### src/rtl/math_subtractor_chunked_seq.sv
// Multi-cycle wide subtractor: computes a - b - borrow_in one CHUNK-bit slice per
// cycle through a ripple full-subtractor, registering the borrow between slices.
module math_subtractor_chunked_seq #(
  parameter int WIDTH = 32,
  parameter int CHUNK = 8
) (
  input  logic             i_clk,
  input  logic             i_rst,
  input  logic             i_valid,
  output logic             o_ready,
  input  logic [WIDTH-1:0] i_a,
  input  logic [WIDTH-1:0] i_b,
  input  logic             i_b_in,
  output logic             o_valid,
  input  logic             i_ready,
  output logic [WIDTH-1:0] o_d,
  output logic             o_b
);

  localparam int NUM_CHUNKS = (CHUNK >= 1) ? WIDTH / CHUNK : 1;
  localparam int CNT_W      = (NUM_CHUNKS > 1) ? $clog2(NUM_CHUNKS) : 1;
  localparam logic [CNT_W-1:0] LAST_CNT = CNT_W'(NUM_CHUNKS - 1);

  if (CHUNK < 1) begin : g_bad_chunk
    $fatal(1, "math_subtractor_chunked_seq: CHUNK must be >= 1");
  end else if (WIDTH % CHUNK != 0) begin : g_bad_width
    $fatal(1, "math_subtractor_chunked_seq: WIDTH must be a multiple of CHUNK");
  end

  typedef enum logic [1:0] {
    S_IDLE,
    S_RUN,
    S_DONE
  } state_e;

  state_e           state_q, state_d;
  logic [WIDTH-1:0] a_q, a_d;
  logic [WIDTH-1:0] b_q, b_d;
  logic             borrow_q, borrow_d;
  logic [CNT_W-1:0] cnt_q, cnt_d;
  logic [WIDTH-1:0] d_q, d_d;
  logic             bo_q, bo_d;
  logic             valid_q, valid_d;

  logic [CHUNK-1:0] a_slice, b_slice, slice_diff;
  logic             slice_bo;

  // Select the active slice and push it through a CHUNK-bit ripple subtractor.
  always_comb begin
    logic bw;
    // NOTE: every combinational output gets a default first so no path leaves it unassigned (no latches).
    a_slice    = '0;
    b_slice    = '0;
    slice_diff = '0;
    for (int k = 0; k < NUM_CHUNKS; k++) begin
      if (cnt_q == CNT_W'(k)) begin
        a_slice = a_q[k*CHUNK +: CHUNK];
        b_slice = b_q[k*CHUNK +: CHUNK];
      end
    end
    bw = borrow_q;
    for (int i = 0; i < CHUNK; i++) begin
      slice_diff[i] = a_slice[i] ^ b_slice[i] ^ bw;
      bw = (~a_slice[i] & b_slice[i]) | (~(a_slice[i] ^ b_slice[i]) & bw);
    end
    slice_bo = bw;
  end

  always_comb begin
    state_d  = state_q;
    a_d      = a_q;
    b_d      = b_q;
    borrow_d = borrow_q;
    cnt_d    = cnt_q;
    d_d      = d_q;
    bo_d     = bo_q;
    valid_d  = valid_q;
    unique case (state_q)
      S_IDLE: begin
        if (i_valid) begin
          a_d      = i_a;
          b_d      = i_b;
          borrow_d = i_b_in;
          cnt_d    = '0;
          d_d      = '0;
          state_d  = S_RUN;
        end
      end
      S_RUN: begin
        for (int k = 0; k < NUM_CHUNKS; k++) begin
          if (cnt_q == CNT_W'(k)) d_d[k*CHUNK +: CHUNK] = slice_diff;
        end
        borrow_d = slice_bo;
        cnt_d    = cnt_q + CNT_W'(1);
        if (cnt_q == LAST_CNT) begin
          bo_d    = slice_bo;
          valid_d = 1'b1;
          state_d = S_DONE;
        end
      end
      S_DONE: begin
        if (i_ready) begin
          valid_d = 1'b0;
          state_d = S_IDLE;
        end
      end
      default: state_d = S_IDLE;
    endcase
  end

  always_ff @(posedge i_clk) begin
    // NOTE: sequential state uses non-blocking assignments so every flop samples pre-edge values.
    if (i_rst) begin
      state_q  <= S_IDLE;
      a_q      <= '0;
      b_q      <= '0;
      borrow_q <= 1'b0;
      cnt_q    <= '0;
      d_q      <= '0;
      bo_q     <= 1'b0;
      valid_q  <= 1'b0;
    end else begin
      state_q  <= state_d;
      a_q      <= a_d;
      b_q      <= b_d;
      borrow_q <= borrow_d;
      cnt_q    <= cnt_d;
      d_q      <= d_d;
      bo_q     <= bo_d;
      valid_q  <= valid_d;
    end
  end

  // Ready is gated by reset so a request can never be accepted on a reset edge.
  assign o_ready = (state_q == S_IDLE) & ~i_rst;
  assign o_valid = valid_q;
  assign o_d     = d_q;
  assign o_b     = bo_q;

endmodule

### config.mk
export PLATFORM = sky130hd
export DESIGN_NAME = math_subtractor_chunked_seq
export DESIGN_NICKNAME = d
export VERILOG_FILES = /design/src/rtl/math_subtractor_chunked_seq.sv
export SDC_FILE = /design/constraint.sdc
export NUM_CORES = 1
export LEC_CHECK = 0
export ABC_AREA = 1
export CAP_MARGIN = 15
export CORE_MARGIN = 2
export CORE_UTILIZATION = 35
export DETAILED_ROUTE_END_ITERATION = 6
export HOLD_SLACK_MARGIN = 0.15
export PLACE_DENSITY_LB_ADDON = 0.3
export SYNTH_ARGS = -nofsm -noshare
export SYNTH_HDL_FRONTEND = slang
export SYNTH_SLANG_ARGS = --single-unit
export TNS_END_PERCENT = 50
### constraint.sdc
create_clock -name i_clk -period 7.9 [get_ports i_clk]
set_clock_uncertainty 0.05 [all_clocks]
set_input_delay 1.185 -clock i_clk [delete_from_list [all_inputs] [get_ports i_clk]]
set_output_delay 1.185 -clock i_clk [all_outputs]
set_load 0.005 [all_outputs]
Yosys cells after proc, flatten, opt, wreduce, memory -nomap -nowiden. Index checks and enable logic that the tools add are counted. Widths: inputs -> output; s select.

Equality and inequality tests: 11. Mux-type cells: 25. Bitwise operators: 58. $add $sub $neg: 1. Reduce and logical (&&, ||, !) cells: 13.

Operators with widths (count): $mux 8 (12); $pmux 32 s2 (1); $mux 32 (1); $reduce_and 3->1 (6); $and 1x1->1 (17); $not 1->1 (17); $xor 1x1->1 (16); $ne 2x2->1 const B (6); $mux 2 (4); $or 1x1->1 (8); $eq 2x2->1 const B (3); $pmux 2 s3 (1); $reduce_and 2->1 (3); $eq 2x1->1 const B (2); $logic_not 2->1 (2); $pmux 1 s2 (2); $pmux 2 s2 (1); $reduce_bool 2->1 (2); $mux 1 (3); $add 2x1->2 const B (1).

Output and inout port bits: 35. Input bits: 69. Bits in registers: 103. Word-level logic and storage cells: 119.

Longest topological paths before layout.
Depth after elaboration: 24. Mapped depth: 20. Depth with buffers taken out: 19.

Worst setup path before layout. No wires, ideal clock.

Kind: register to register. From: register cnt_q[1]. To: register d_q[7] (netlist: o_d[7]). Clock period less this slack: 4744 ps. Cell stages (with the launch flop): 21. Library setup time: 70 ps. Arrival: 4623 ps. Setup slack: 3156 ps. Required time: 7780 ps. Path buffers: 1. Path through: dfxtp_1 > inv_1 > ha_1 > inv_1 > clkbuf_1 > nand2_1 > o211ai_1 > nand2_1 > o21ai_0 > fa_1 > inv_1 > fa_1 > fa_1 > fa_1 > fa_1 > fa_1 > fa_1 > fa_1 > nor2_1 > nand2_1 > a21oi_1.

Longest elaborated chain between the ends: 24. Elaborated cells on any way between the ends: 60. Classes of those cells: eq/ne (4); mux (10); bitwise (44); reduce/logical (2).

Ends and longest elaborated chain: from (decl) (RTL line 40) `logic [CNT_W-1:0] cnt_q, cnt_d;`; from (signal assigned) (RTL line 127) `cnt_q <= cnt_d;`; $logic_not 2->1 (RTL line 56, 91); $mux 8 (4 in a row) (RTL line 56) `if (cnt_q == CNT_W'(k)) begin`; $xor 1x1->1 (RTL line 64) `bw = (~a_slice[i] & b_slice[i]) | (~(a_slice[i] ^ b_slice[i]) & bw);`; $not 1->1 (RTL line 64); $and 1x1->1 (RTL line 64); $or 1x1->1 (RTL line 64); $and 1x1->1 (RTL line 64); $or 1x1->1 (RTL line 64); (+5 left out); $or 1x1->1 (RTL line 64); $and 1x1->1 (RTL line 64); $or 1x1->1 (RTL line 64); $and 1x1->1 (RTL line 64); $or 1x1->1 (RTL line 64); $xor 1x1->1 (RTL line 63) `slice_diff[i] = a_slice[i] ^ b_slice[i] ^ bw;`; $mux 8 (RTL line 91) `if (cnt_q == CNT_W'(k)) d_d[k*CHUNK +: CHUNK] = slice_diff;`; $pmux 32 s2 (RTL line 78) `unique case (state_q)`; to (signal assigned) (RTL line 119) `d_q <= '0;`; to (signal assigned) (RTL line 128) `d_q <= d_d;`; to (decl) (RTL line 41) `logic [WIDTH-1:0] d_q, d_d;`.

Parallel ways exist; a longest one is shown, timed or not. The select of a mux whose other input is x is not followed. A chain may end at the register's enable or synchronous reset.

Worst setup path in the final report. Same ends and word-level chain as after synthesis.

==> impl_results.md <==
* Final cell count without fillers at 859
* RSZ-0062 raised after global routing: no
* Synth Register Bits at 103
* Placed insts at 843
* Layout cells sized above 1 at 0.0393
* Hold_sp: o_valid
* CP Max Fanout at 20
* H-Tree Depth at 3
* Synthesized area at 0.00444 mm^2
* Post-synth top area share at 0.465
* Fin. Hold Viols at 0
* Count of cell types in the netlist at 24
* Worst setup path startpoint: cnt_q[1]
* Synth warn at 0
* Critical path endpoint category: register
* Setup WS pre-CTS at 2.41 ns
* Input/output buffers at 103
* Worst reg2reg endpoint: o_d[7]
* Post-Syn Nets at 683
* Max incr delay on CP at 0.65 ns
* Post-layout minimum cycle time at 5.57 ns
* EDFF count, synth at 0
* Site Rows at 41
* Async S/R FF share, synth at 0
* Largest net degree at the start of global routing at 78
* Vias per cell at 4.77
* Total number of vias at 4096
* Setup CP Type: register to register
* Endpoints failing setup at 0
* Total power at 0.00139 W
* Postcts setup bufs at 0
* Sequential share of the synthesized area at 0.465
* Worst-margin pin slew at 1.20 ns
* Pins Over Slew Limit at 0
* Hold Crit Endpoint: o_valid
* Crit share post-route at 0.705
* Worst Hold Path Cells at 2
* Root Buffer Master: clkbuf_16
* Clk slew on worst S/H paths at 0.07 ns
* DR iter-0 viols at 191
* Overflow after GRT at 0
* Hpwl dp at 8770 um
* Wire per inst at 14.0 um
* Post-CTS sizing at 0
* GRT Overall Usage at 0.185
* Die X at 117 um
* WP data required at 8.10 ns
* Mapped Cells at 602
* DRT antenna net count at 0
* CTS tree: yes
* Max_slew headroom at 0.195
* Count leader, synth: nor2_1
* Gpl congestion at 0.834
* Synth area leaders: dfxtp_1, nor2_1, nand2_1
* Initial Utilization at 0.354
* First-pass GRT wire length at 19500 um
* Hold crit path type: register to register
* Syn-to-layout area delta at 32.1%
* R2R depth at 15
* Hold-fix buffers, CTS at 0
* Leak pwr at 2.33 nW
* Cell Chain, Critical Path: ha_1, inv_1, o21ai_0, fa_1, inv_1, fa_1, fa_1, fa_1, fa_1, fa_1, fa_1, fa_1, nor2_1, nand2_1, a21oi_1
* Synth Area per Inst at 7.37 um^2
* Vias in the first global route at 4001
* Power per cell area at 237 mW/mm^2
* I/O Pins at 104
* CTS Buf Count at 9
* Final wirelength at 12000 um
* Max frequency at 180 MHz
* Die height at 117 um
* R2r startpoint: cnt_q[1]
* Slowest library cell on the worst path: ha_1
* Setup TNS at 0 ns
* Max_cap viols at 0
* Die area at 0.0136 mm^2
* Cell mode on critical path: fa_1
* Post-route setup slack at 2.33 ns
* Drc violations at 0
* Pre-antenna DRT Iters at 5
* Clk buf depth at 2
* Leading area contributor after synthesis: dfxtp_1
* Post-layout util at 0.468
* Synth top cells by count: nor2_1, nand2_1, dfxtp_1, o21ai_0, a21oi_1
* Worst R2R Setup Slack at 2.33 ns
* Arrival @ worst endpoint at 5.77 ns
* Primary FF master, synth: dfxtp_1
* Clk sinks at 103
* Clock Latency Late Sink at 0.34 ns
* Worst VDD drop at 98.5 uV
* Total core area at 0.0125 mm^2
* Total Nets Final at 763
* Worst Setup Start Kind: register
* Outcome: complete, no violations
* Initial antenna violation count at 0
* FILL cells at 1300
* Ant diodes at 0
==> flip-flops by register name, indices dropped and copies added (netlist names) <==
signal	cells
borrow_q	1
b_q	32
a_q	32
cnt_q	2
o_b	1
o_d	32
o_valid	1
state_q	2
==> metrics by stage <==
stage,area [um^2],hold slack (ns)
after floorplan,4440,0.394
after detailed placement,5510,0.402
after CTS,5860,0.413
after global placement,5510,0.399
final,5860,0.411
after global routing,5860,0.431
==> worst max-delay path by stage <==
stage	endpoint	slack (ns)	depth (start not counted)
finish	o_d[7]	2.33	15
global route	o_d[15]	1.92	15
CTS	o_d[7]	2.39	15
detailed placement	o_d[23]	2.41	15
global placement	o_d[23]	2.59	15
floorplan	o_d[7]	3.16	20
==> kinds of logic after synthesis <==
group / synth area share
AO/OA/AOI/OAI: 0.169
adder cells (fa/ha/maj): 0.0474
buffers and inverters: 0.0536
flip-flops: 0.465
AND/OR/NAND/NOR: 0.265
==> layer usage <==
metal  up-vias  global-route usage  part of all wire
li1       2108                   -                 -
met1      1856               0.248              0.47
met2       116               0.314              0.47
met3        16              0.0306             0.044
met4         0              0.0431             0.015
met5         -                   0                 0
==> layout by cell type, fill, tap and decap left out <==
cell type,count
dfxtp_1,103
nor2_1,159
o21ai_0,63
inv_6,3
nand2_2,4
clkdlybuf4s50_1,103
fa_1,8
nor2_4,2
ha_1,4
nand2_1,115
a31oi_1,1
clkinv_4,1
nand2_4,1
clkbuf_16,9
a21oi_1,51
nand3b_1,9
nand3_1,4
inv_2,3
inv_1,11
buf_4,1
o21ai_1,14
clkinv_1,1
bufinv_16,3
o211ai_1,13
a22oi_1,1
==> critical path, delay by kind of cell, from the launching register on <==
family,cells,cell delay [ns]
AOI/OAI and AO/OA,2,0.50
and+or+nand+nor,2,0.37
buffers and inverters,2,0.48
DFF,1,0.39
adders and majority gates,9,3.70
==> where the power goes <==
| part | switching, W | total, W | internal (W) |
|---|---|---|---|
| registers | 0.0000291 | 0.000594 | 0.000565 |
| clock network | 0.000201 | 0.000515 | 0.000314 |
| logic | 0.000152 | 0.000280 | 0.000128 |
| total | 0.000383 | 0.00139 | 0.00101 |
==> area by class of cell <==
class / instances / area, um^2 / area share
repair buffers: 104 / 1040 / 0.177
well taps: 172 / 215 / 0.0367
clock inverters: 7 / 125 / 0.0214
multi-input cells: 449 / 2140 / 0.365
inverters: 15 / 56.3 / 0.00961
flip-flops and latches: 103 / 2060 / 0.352
clock buffers: 9 / 225 / 0.0384
No activity file was read; power rests on OpenSTA's default activity.
